## src/rtl/fp_pkg.sv

```systemverilog
// ----------------------------------------------------------------------------
// fp_pkg
// Shared definitions for the FPU operand/result sequencing logic.
//   - FPU op codes driven on the FPU's in_FPU_Op input (0000..0111 legal).
//   - Format selects for the FPU's in_fmt input.
//   - Sequencer FSM state encoding.
//   - Small elaboration-time helpers used to size the latency and counter
//     fields from the latency parameters.
// ----------------------------------------------------------------------------
package fp_pkg;

  // FPU operation codes. Anything with bit 3 set is not an FPU operation.
  localparam logic [3:0] FPU_OP_ADDSUB = 4'b0000;
  localparam logic [3:0] FPU_OP_MUL    = 4'b0001;
  localparam logic [3:0] FPU_OP_DIV    = 4'b0010;
  localparam logic [3:0] FPU_OP_MINMAX = 4'b0011;
  localparam logic [3:0] FPU_OP_CMP    = 4'b0100;
  localparam logic [3:0] FPU_OP_SGNJ   = 4'b0101;
  localparam logic [3:0] FPU_OP_CVT    = 4'b0110;
  localparam logic [3:0] FPU_OP_INTCVT = 4'b0111;

  // Operand format.
  localparam logic FMT_S = 1'b0;
  localparam logic FMT_D = 1'b1;

  // Sequencer states.
  typedef enum logic [1:0] {
    ST_IDLE = 2'd0,
    ST_EXEC = 2'd1,
    ST_RESP = 2'd2
  } seq_state_e;

  // Largest of four latencies; sizes the down-counter.
  function automatic int max_of4(input int a, input int b, input int c, input int d);
    int m;
    m = a;
    if (b > m) m = b;
    if (c > m) m = c;
    if (d > m) m = d;
    return m;
  endfunction

  // Bits needed to hold values 0..v-1, never less than one bit so that a
  // design where every op is single-cycle still elaborates a counter.
  function automatic int width_for(input int v);
    return (v <= 1) ? 1 : $clog2(v);
  endfunction

endpackage

```

## src/rtl/fp_op_latency.sv

```systemverilog
// ----------------------------------------------------------------------------
// fp_op_latency
// Combinational op-code decode: returns how many cycles the FPU needs for an
// op and whether the op code is illegal. Pure lookup so that other blocks
// (e.g. hazard/scoreboard logic) can reuse the same table.
//
// Ports
//   in_op        in   4      FPU op code
//   out_latency  out  LAT_W  FPU latency in cycles (0 when illegal)
//   out_illegal  out  1      op code is 1000..1111
// ----------------------------------------------------------------------------
module fp_op_latency #(
  parameter int LAT_ADDSUB = 3,
  parameter int LAT_MUL    = 4,
  parameter int LAT_DIV    = 16,
  parameter int LAT_MISC   = 1,
  parameter int LAT_W      = 5
) (
  input  logic [3:0]       in_op,
  output logic [LAT_W-1:0] out_latency,
  output logic             out_illegal
);

  import fp_pkg::*;

  always_comb begin
    out_latency = '0;
    out_illegal = 1'b0;
    case (in_op)
      FPU_OP_ADDSUB: out_latency = LAT_W'(LAT_ADDSUB);
      FPU_OP_MUL:    out_latency = LAT_W'(LAT_MUL);
      FPU_OP_DIV:    out_latency = LAT_W'(LAT_DIV);
      // min/max, compare, sign-inject and both conversions share one latency.
      FPU_OP_MINMAX,
      FPU_OP_CMP,
      FPU_OP_SGNJ,
      FPU_OP_CVT,
      FPU_OP_INTCVT: out_latency = LAT_W'(LAT_MISC);
      default:       out_illegal = 1'b1;
    endcase
  end

endmodule

```

## src/rtl/fp_op_sequencer.sv

```systemverilog
// ----------------------------------------------------------------------------
// fp_op_sequencer
// Initiator side of the FPU operand/result interface. Takes one request at a
// time from issue, drives the combinational FPU with registered operands for
// the op's latency, captures the FPU output and presents it with its tag on a
// valid/ready response port towards writeback.
//
// Ports
//   in_clk           in   1           clock (rising edge)
//   in_rst_n         in   1           asynchronous reset, active low
//   in_req_valid     in   1           request valid
//   out_req_ready    out  1           request ready
//   in_req_op        in   4           FPU op code
//   in_req_fmt       in   1           0 = single, 1 = double
//   in_req_rs1/rs2   in   DATA_WIDTH  operands
//   in_req_tag       in   TAG_WIDTH   tag returned with the result
//   in_flush         in   1           kill in-flight op / pending response
//   out_fpu_op/fmt/rs1/rs2  out       registered operands to the FPU
//   in_fpu_result    in   DATA_WIDTH  FPU output
//   out_rsp_valid    out  1           response valid
//   in_rsp_ready     in   1           response ready
//   out_rsp_data     out  DATA_WIDTH  captured result (0 for illegal op)
//   out_rsp_tag      out  TAG_WIDTH   tag of the request
//   out_rsp_illegal  out  1           op code was illegal
//
// Timing: a legal op of latency L accepted on edge T is captured on edge T+L
// (the FPU inputs have then been stable for L full cycles); an illegal op
// goes straight to the response state on the accept edge.
// ----------------------------------------------------------------------------
module fp_op_sequencer
  import fp_pkg::*;
#(
  parameter int DATA_WIDTH = 64,
  parameter int TAG_WIDTH  = 5,
  parameter int LAT_ADDSUB = 3,
  parameter int LAT_MUL    = 4,
  parameter int LAT_DIV    = 16,
  parameter int LAT_MISC   = 1
) (
  input  logic                  in_clk,
  input  logic                  in_rst_n,
  // request from issue
  input  logic                  in_req_valid,
  output logic                  out_req_ready,
  input  logic [3:0]            in_req_op,
  input  logic                  in_req_fmt,
  input  logic [DATA_WIDTH-1:0] in_req_rs1,
  input  logic [DATA_WIDTH-1:0] in_req_rs2,
  input  logic [TAG_WIDTH-1:0]  in_req_tag,
  input  logic                  in_flush,
  // FPU operand/result interface
  output logic [3:0]            out_fpu_op,
  output logic                  out_fpu_fmt,
  output logic [DATA_WIDTH-1:0] out_fpu_rs1,
  output logic [DATA_WIDTH-1:0] out_fpu_rs2,
  input  logic [DATA_WIDTH-1:0] in_fpu_result,
  // response to writeback
  output logic                  out_rsp_valid,
  input  logic                  in_rsp_ready,
  output logic [DATA_WIDTH-1:0] out_rsp_data,
  output logic [TAG_WIDTH-1:0]  out_rsp_tag,
  output logic                  out_rsp_illegal
);

  localparam int MAX_LAT = max_of4(LAT_ADDSUB, LAT_MUL, LAT_DIV, LAT_MISC);
  localparam int LAT_W   = width_for(MAX_LAT + 1);
  localparam int CNT_W   = width_for(MAX_LAT);

  // --------------------------------------------------------------------------
  // Op decode
  // --------------------------------------------------------------------------
  logic [LAT_W-1:0] req_lat;
  logic             req_illegal;

  fp_op_latency #(
    .LAT_ADDSUB (LAT_ADDSUB),
    .LAT_MUL    (LAT_MUL),
    .LAT_DIV    (LAT_DIV),
    .LAT_MISC   (LAT_MISC),
    .LAT_W      (LAT_W)
  ) u_op_latency (
    .in_op       (in_req_op),
    .out_latency (req_lat),
    .out_illegal (req_illegal)
  );

  // --------------------------------------------------------------------------
  // State
  // --------------------------------------------------------------------------
  seq_state_e            state_q,       state_d;
  logic [CNT_W-1:0]      cnt_q,         cnt_d;
  logic [3:0]            op_q,          op_d;
  logic                  fmt_q,         fmt_d;
  logic [DATA_WIDTH-1:0] rs1_q,         rs1_d;
  logic [DATA_WIDTH-1:0] rs2_q,         rs2_d;
  logic [TAG_WIDTH-1:0]  tag_q,         tag_d;
  logic                  rsp_valid_q,   rsp_valid_d;
  logic [DATA_WIDTH-1:0] rsp_data_q,    rsp_data_d;
  logic                  rsp_illegal_q, rsp_illegal_d;

  logic accept;

  // A new request can be taken when idle, or in the response state on the
  // same edge that the current response is consumed. Flush blocks it.
  assign out_req_ready = !in_flush &&
                         ((state_q == ST_IDLE) ||
                          ((state_q == ST_RESP) && in_rsp_ready));
  assign accept        = in_req_valid && out_req_ready;

  // --------------------------------------------------------------------------
  // Next-state logic
  // --------------------------------------------------------------------------
  always_comb begin
    state_d       = state_q;
    cnt_d         = cnt_q;
    op_d          = op_q;
    fmt_d         = fmt_q;
    rs1_d         = rs1_q;
    rs2_d         = rs2_q;
    tag_d         = tag_q;
    rsp_valid_d   = rsp_valid_q;
    rsp_data_d    = rsp_data_q;
    rsp_illegal_d = rsp_illegal_q;

    if (in_flush) begin
      // Killed op produces no response. Operand registers keep their value;
      // they only ever change on an accept.
      state_d     = ST_IDLE;
      rsp_valid_d = 1'b0;
    end else begin
      case (state_q)
        ST_EXEC: begin
          if (cnt_q == '0) begin
            rsp_data_d    = in_fpu_result;
            rsp_illegal_d = 1'b0;
            rsp_valid_d   = 1'b1;
            state_d       = ST_RESP;
          end else begin
            cnt_d = cnt_q - CNT_W'(1);
          end
        end
        ST_RESP: begin
          if (in_rsp_ready) begin
            rsp_valid_d = 1'b0;
            state_d     = ST_IDLE;
          end
        end
        default: ;
      endcase

      // Accept overrides the response-state exit above so a back-to-back
      // request goes straight to EXEC/RESP without an idle bubble.
      if (accept) begin
        op_d  = in_req_op;
        fmt_d = in_req_fmt;
        rs1_d = in_req_rs1;
        rs2_d = in_req_rs2;
        tag_d = in_req_tag;
        if (req_illegal) begin
          rsp_data_d    = '0;
          rsp_illegal_d = 1'b1;
          rsp_valid_d   = 1'b1;
          state_d       = ST_RESP;
        end else begin
          // Counter holds L-1 so the largest latency fits in CNT_W bits;
          // EXEC therefore lasts exactly L cycles.
          cnt_d   = CNT_W'(req_lat - LAT_W'(1));
          state_d = ST_EXEC;
        end
      end
    end
  end

  // --------------------------------------------------------------------------
  // Registers
  // --------------------------------------------------------------------------
  always_ff @(posedge in_clk or negedge in_rst_n) begin
    if (!in_rst_n) begin
      state_q       <= ST_IDLE;
      cnt_q         <= '0;
      op_q          <= '0;
      fmt_q         <= 1'b0;
      rs1_q         <= '0;
      rs2_q         <= '0;
      tag_q         <= '0;
      rsp_valid_q   <= 1'b0;
      rsp_data_q    <= '0;
      rsp_illegal_q <= 1'b0;
    end else begin
      state_q       <= state_d;
      cnt_q         <= cnt_d;
      op_q          <= op_d;
      fmt_q         <= fmt_d;
      rs1_q         <= rs1_d;
      rs2_q         <= rs2_d;
      tag_q         <= tag_d;
      rsp_valid_q   <= rsp_valid_d;
      rsp_data_q    <= rsp_data_d;
      rsp_illegal_q <= rsp_illegal_d;
    end
  end

  // --------------------------------------------------------------------------
  // Outputs
  // --------------------------------------------------------------------------
  assign out_fpu_op      = op_q;
  assign out_fpu_fmt     = fmt_q;
  assign out_fpu_rs1     = rs1_q;
  assign out_fpu_rs2     = rs2_q;
  assign out_rsp_valid   = rsp_valid_q;
  assign out_rsp_data    = rsp_data_q;
  // The request tag register is only rewritten on accept, which cannot
  // happen before the previous response has been consumed.
  assign out_rsp_tag     = tag_q;
  assign out_rsp_illegal = rsp_illegal_q;

endmodule

```

## config.mk

```make
export PLATFORM = sky130hd
export DESIGN_NAME = fp_op_sequencer
export DESIGN_NICKNAME = d
export VERILOG_FILES = /design/src/rtl/fp_pkg.sv /design/src/rtl/fp_op_latency.sv /design/src/rtl/fp_op_sequencer.sv
export SDC_FILE = /design/constraint.sdc
export NUM_CORES = 1
export LEC_CHECK = 0
export CORE_AREA = 8 8 152 154
export DETAILED_ROUTE_END_ITERATION = 10
export DIE_AREA = 0 0 160 162
export PLACE_DENSITY = 0.78
export SYNTH_ARGS = -nofsm -noshare
export SYNTH_HDL_FRONTEND = slang
export SYNTH_SLANG_ARGS = --single-unit
export TNS_END_PERCENT = 5
```

## constraint.sdc

```tcl
create_clock -name in_clk -period 3.05 [get_ports in_clk]
set_input_delay 0.4575 -clock in_clk [delete_from_list [all_inputs] [get_ports in_clk]]
set_output_delay 0.4575 -clock in_clk [all_outputs]
set_load 0.05 [all_outputs]
```

Word level (Yosys, flattened, before mapping) --
Cells that the tools add are included.
Cells by class: $add $sub $neg 2, equality and inequality tests 11, muxes and demuxes 25, bitwise logic cells 1, reduce and logical (&&, ||, !) cells 13
Operator list (number):
- $mux 64 | 4
- $eq 4x3->1 const B | 4
- $mux 4 | 4
- $pmux 3 s4 | 1
- $mux 2 | 5
- $mux 1 | 9
- $eq 4x2->1 const B | 2
- $logic_not 4->1 | 2
- $ne 4x4->1 const B | 2
- $reduce_or 8->1 | 1
- $sub 4x1->4 const B | 2
- $reduce_or 5->1 | 1
- $eq 4x1->1 const B | 1
- $pmux 2 s2 | 1
- $reduce_bool 4->1 | 1
- $logic_and 1x1->1 | 3
- $reduce_and 3->1 | 1
- $eq 2x1->1 const B | 1
- $eq 2x2->1 const B | 1
- $logic_not 2->1 | 1
- $pmux 1 s2 | 1
- $reduce_and 2->1 | 1
- $logic_not 1->1 | 1
- $logic_or 1x1->1 | 1
- $not 1->1 | 1
Word-level totals: bits in registers 210, bits of input ports 207, output and inout port bits 205, word-level logic and storage cells 62

Depth between registers and ports, before layout --
depth in word-level cells 7, depth in mapped cells 8, gate-level depth less buffers 6

Hierarchy --
Synthesis repeated with hierarchy kept, for this count alone.
Second synthesis, totals: cell total of the unflattened synthesis 646, area total of the unflattened synthesis 8313.0 µm²
Modules (own cells, without submodules):
- fp_op_sequencer | times used 1, cells an instance 637, area each 8256.7 µm²
- fp_op_latency | times used 1, cells an instance 9, area each 56.3 µm²

Least setup slack after synthesis --
No wires, ideal clock.
path type input port to output port, from input port in_flush, to output port out_req_ready, arrival time 1.523 ns, required time 2.592 ns, path slack 1.070 ns, stages 3, cells stage by stage buf_2 -> clkbuf_1 -> nor2_1
On the way: longest elaborated chain between the ends 2
Ends and longest elaborated chain:
- from (decl) | line fp_op_sequencer.sv:50 | input logic in_flush,
- $logic_not 1->1 | line fp_op_sequencer.sv:105 | assign out_req_ready = !in_flush &&
- $logic_and 1x1->1 | line fp_op_sequencer.sv:105
- to (decl) | line fp_op_sequencer.sv:44 | output logic out_req_ready,
Every way passes these cells.

Final worst setup path --
from register rsp_data_q[9], in the netlist out_rsp_data[9], to output port out_rsp_data[9]
RTL lines:
- from (decl) | line fp_op_sequencer.sv:98 | logic [DATA_WIDTH-1:0] rsp_data_q, rsp_data_d;
- from (signal assigned) | line fp_op_sequencer.sv:198 | rsp_data_q <= rsp_data_d;
- to (decl) | line fp_op_sequencer.sv:60 | output logic [DATA_WIDTH-1:0] out_rsp_data,
No word-level cell between the ends.

==> impl_metrics.toml <==
[detailed_routing]
met1Wirelength_um = 10300
drtPass1Iterations = 4
highest_layer = "met4"
wire_per_inst_um = 20.1
vias = 6525
wirelength_um = 27100
drc_errors = 0
viasPerCell = 4.84
route.met3.wl_um = 2030
drtIter0Drc = 304
met2_wirelength_um = 14100
drtAntennaViolNets = 0

[yosys]
netlist_area_um2 = 8410
synth-edff-count = 0
synth-main-ff-cell = "dfrtp_1"
ys_warn_count = 0
ys_ff_latch = 210
syn_inst = 641
synth_common_cells = "210 x dfrtp_1, 135 x nand2_1, 104 x mux2_1"
synthDistinctLibCells = 39
synth_seq_area_share = 0.625
syn-num-nets = 854
yosysTopAreaCellShare = 0.625
synth_most_common_cell = "dfrtp_1"
async_flop_share = 1.00
avgSynthCellArea_um2 = 13.1
ys_top_cells_by_area = "dfrtp_1 63%, mux2_1 14%, nand2_1 6.0%, mux2_2 4.4%, a21oi_1 4.0%"
yosysTopAreaCell = "dfrtp_1"

[grt]
grt_pass1_wl_um = 42200
grt_max_degree = 75
grt_overflow_total = 0
antenna_found_initial = 2
track_usage = 0.205
grt_pass1_vias = 7020

[placement]
gp_congestion = 0.822
place_hpwl_um = 20400
placed_cells = 1305
io_buffers = 411
dpl_worst_slack_ns = 0.597

[clock_tree]
cts_hold_buffers = 1
clkSlewWorstSetupHoldPaths_ns = 0.06
cts_setup_buffers = 0
cts_buffer_depth = 3
h-tree-depth = 1
clk-insertion-delay-late_ns = 0.49
cts_tree = "built"
root_buffer = "clkbuf_16"
numCtsBuffers = 23
post_cts_resize_count = 0
clkSinkCount = 210

[sta]
maxSlewHeadroom = 0.538
setup_slack_ns = 0.794
rsz0062_at_grt = "no"
fin_hold_ws_ns = 0.481
hold_viol = 0
fin_skew_ns = 0.0104
worst_pin_slew_ns = 0.693
final.min_clock_period_ns = 2.26
tns_ns = 0
drv_slew = 0
setup_violations = 0
fin_crit_sh = 0.740
fmax_mhz = 443

[worst_setup_path]
reg2reg_from = "state_q[0]"
worst_path_largest_cell_delay_ns = 0.92
crit_family = "buffers and inverters"
r2r-end = "out_fpu_rs1[52]"
critPathKind = "reg -> out"
crit_fanout = 2
cp_slowest_cell = "clkdlybuf4s50_1"
end_kind = "output pin"
critPathBufInv = 1
cp_data_arrival_time_ns = 1.80
worstPathCellList = "clkdlybuf4s50_1"
reg2reg_depth = 7
r2r_slack_ns = 0.95
setup.worst_path.start_class = "register"
required_ns = 2.59

[layout]
layout-drive-gt1-share = 0.0840
seq_area_um2 = 5260
syn_to_final_growth_pct = 60.2
fill_cells = 1637
finalNonFillerCells = 1348
utilization = 0.651
final_nets = 1269
multi_input_area_um2 = 2790

[worst_hold_path]
whs_path_depth = 1
hold_start = "out_fpu_rs2[14]"
holdPathEnd = "out_fpu_rs2[14]"
hp-class = "reg -> reg"

[pwr]
vdd_drop_max_mv = 0.479
powerDensity_nw_per_um2 = 960
leakage_uw = 0.00558

[floorplanning]
die_h_um = 162
die-area_um2 = 25900
rows = 53
fp.dieW_um = 160
initial_core_util = 0.406
io_pins = 412
core_region_area_um2 = 20700

[flow_run]
drv_cap = 0

[outcome]
status = "finished, final reports clean"
[sequential cells by signal (all words and copies together), names as in the netlist]
| register | cells |
|---|---|
| out_fpu_fmt | 1 |
| out_rsp_illegal | 1 |
| out_fpu_rs1 | 64 |
| cnt_q | 4 |
| out_fpu_rs2 | 64 |
| out_rsp_data | 64 |
| out_rsp_tag | 5 |
| state_q | 2 |
| out_fpu_op | 4 |
| out_rsp_valid | 1 |
[kinds of logic after synthesis]
| family | count (synthesis) | share of synthesized area |
|---|---|---|
| AND/OR/NAND/NOR | 156 | 0.0781 |
| flip-flops | 210 | 0.625 |
| AO/OA/AOI/OAI | 87 | 0.0575 |
| XOR/XNOR | 2 | 0.00208 |
| multiplexers | 138 | 0.185 |
| buffers and inverters | 42 | 0.0435 |
| adder cells (fa/ha/maj) | 6 | 0.00893 |
[area by class of cell]
class	count	area share
sequential	210	0.390
timing repair buffer	427	0.321
multi-input combinational	389	0.207
clock buffer	32	0.0475
tap	275	0.0255
clock inverter	8	0.00687
inverter	5	0.00139
antenna	2	0.000372
[metal layers]
layer / GRT usage / up-vias
met5: 0 / -
met4: 0.0675 / 0
met3: 0.0625 / 41
li1: - / 3014
met2: 0.361 / 246
met1: 0.232 / 3224
[cell usage in the layout (no fill, tap or decap), types with 6 or more instances in the layout]
master,n
buf_4,9
ha_1,6
mux2_2,33
clkbuf_16,23
dfrtp_1,210
nand2_1,135
clkbuf_1,6
mux2_1,104
clkdlybuf4s50_1,409
a21oi_1,67
buf_12,7
[metrics by stage]
stage | total power, uW | area, um2
6_report | 12900 | 13500
5_1_grt | 13500 | 13500
3_5_place_dp | 10300 | 12700
4_1_cts | 13100 | 13500
3_3_place_gp | 10200 | 12700
2_1_floorplan | 7910 | 8410
[power by group]
group	internal (uW)	leakage, uW	total (uW)	switching [uW]
logic	2160	0.00262	6170	4010
registers	3630	0.00260	4060	430
clock network	1630	0.000360	2700	1080
total	7410	0.00558	12900	5510
[worst max path at each step]
stage | slack, ns | cells after the start | from | endpoint
CTS | 0.73 | 1 | out_rsp_data[9] | out_rsp_data[9]
finish | 0.79 | 1 | out_rsp_data[9] | out_rsp_data[9]
detailed placement | 0.60 | 5 | in_flush | out_fpu_rs1[30]
floorplan | 1.07 | 3 | in_flush | out_req_ready
global route | 0.75 | 1 | out_rsp_data[9] | out_rsp_data[9]
global placement | 0.64 | 5 | in_flush | out_fpu_rs2[54]
No activity file was read; power rests on OpenSTA's default activity.
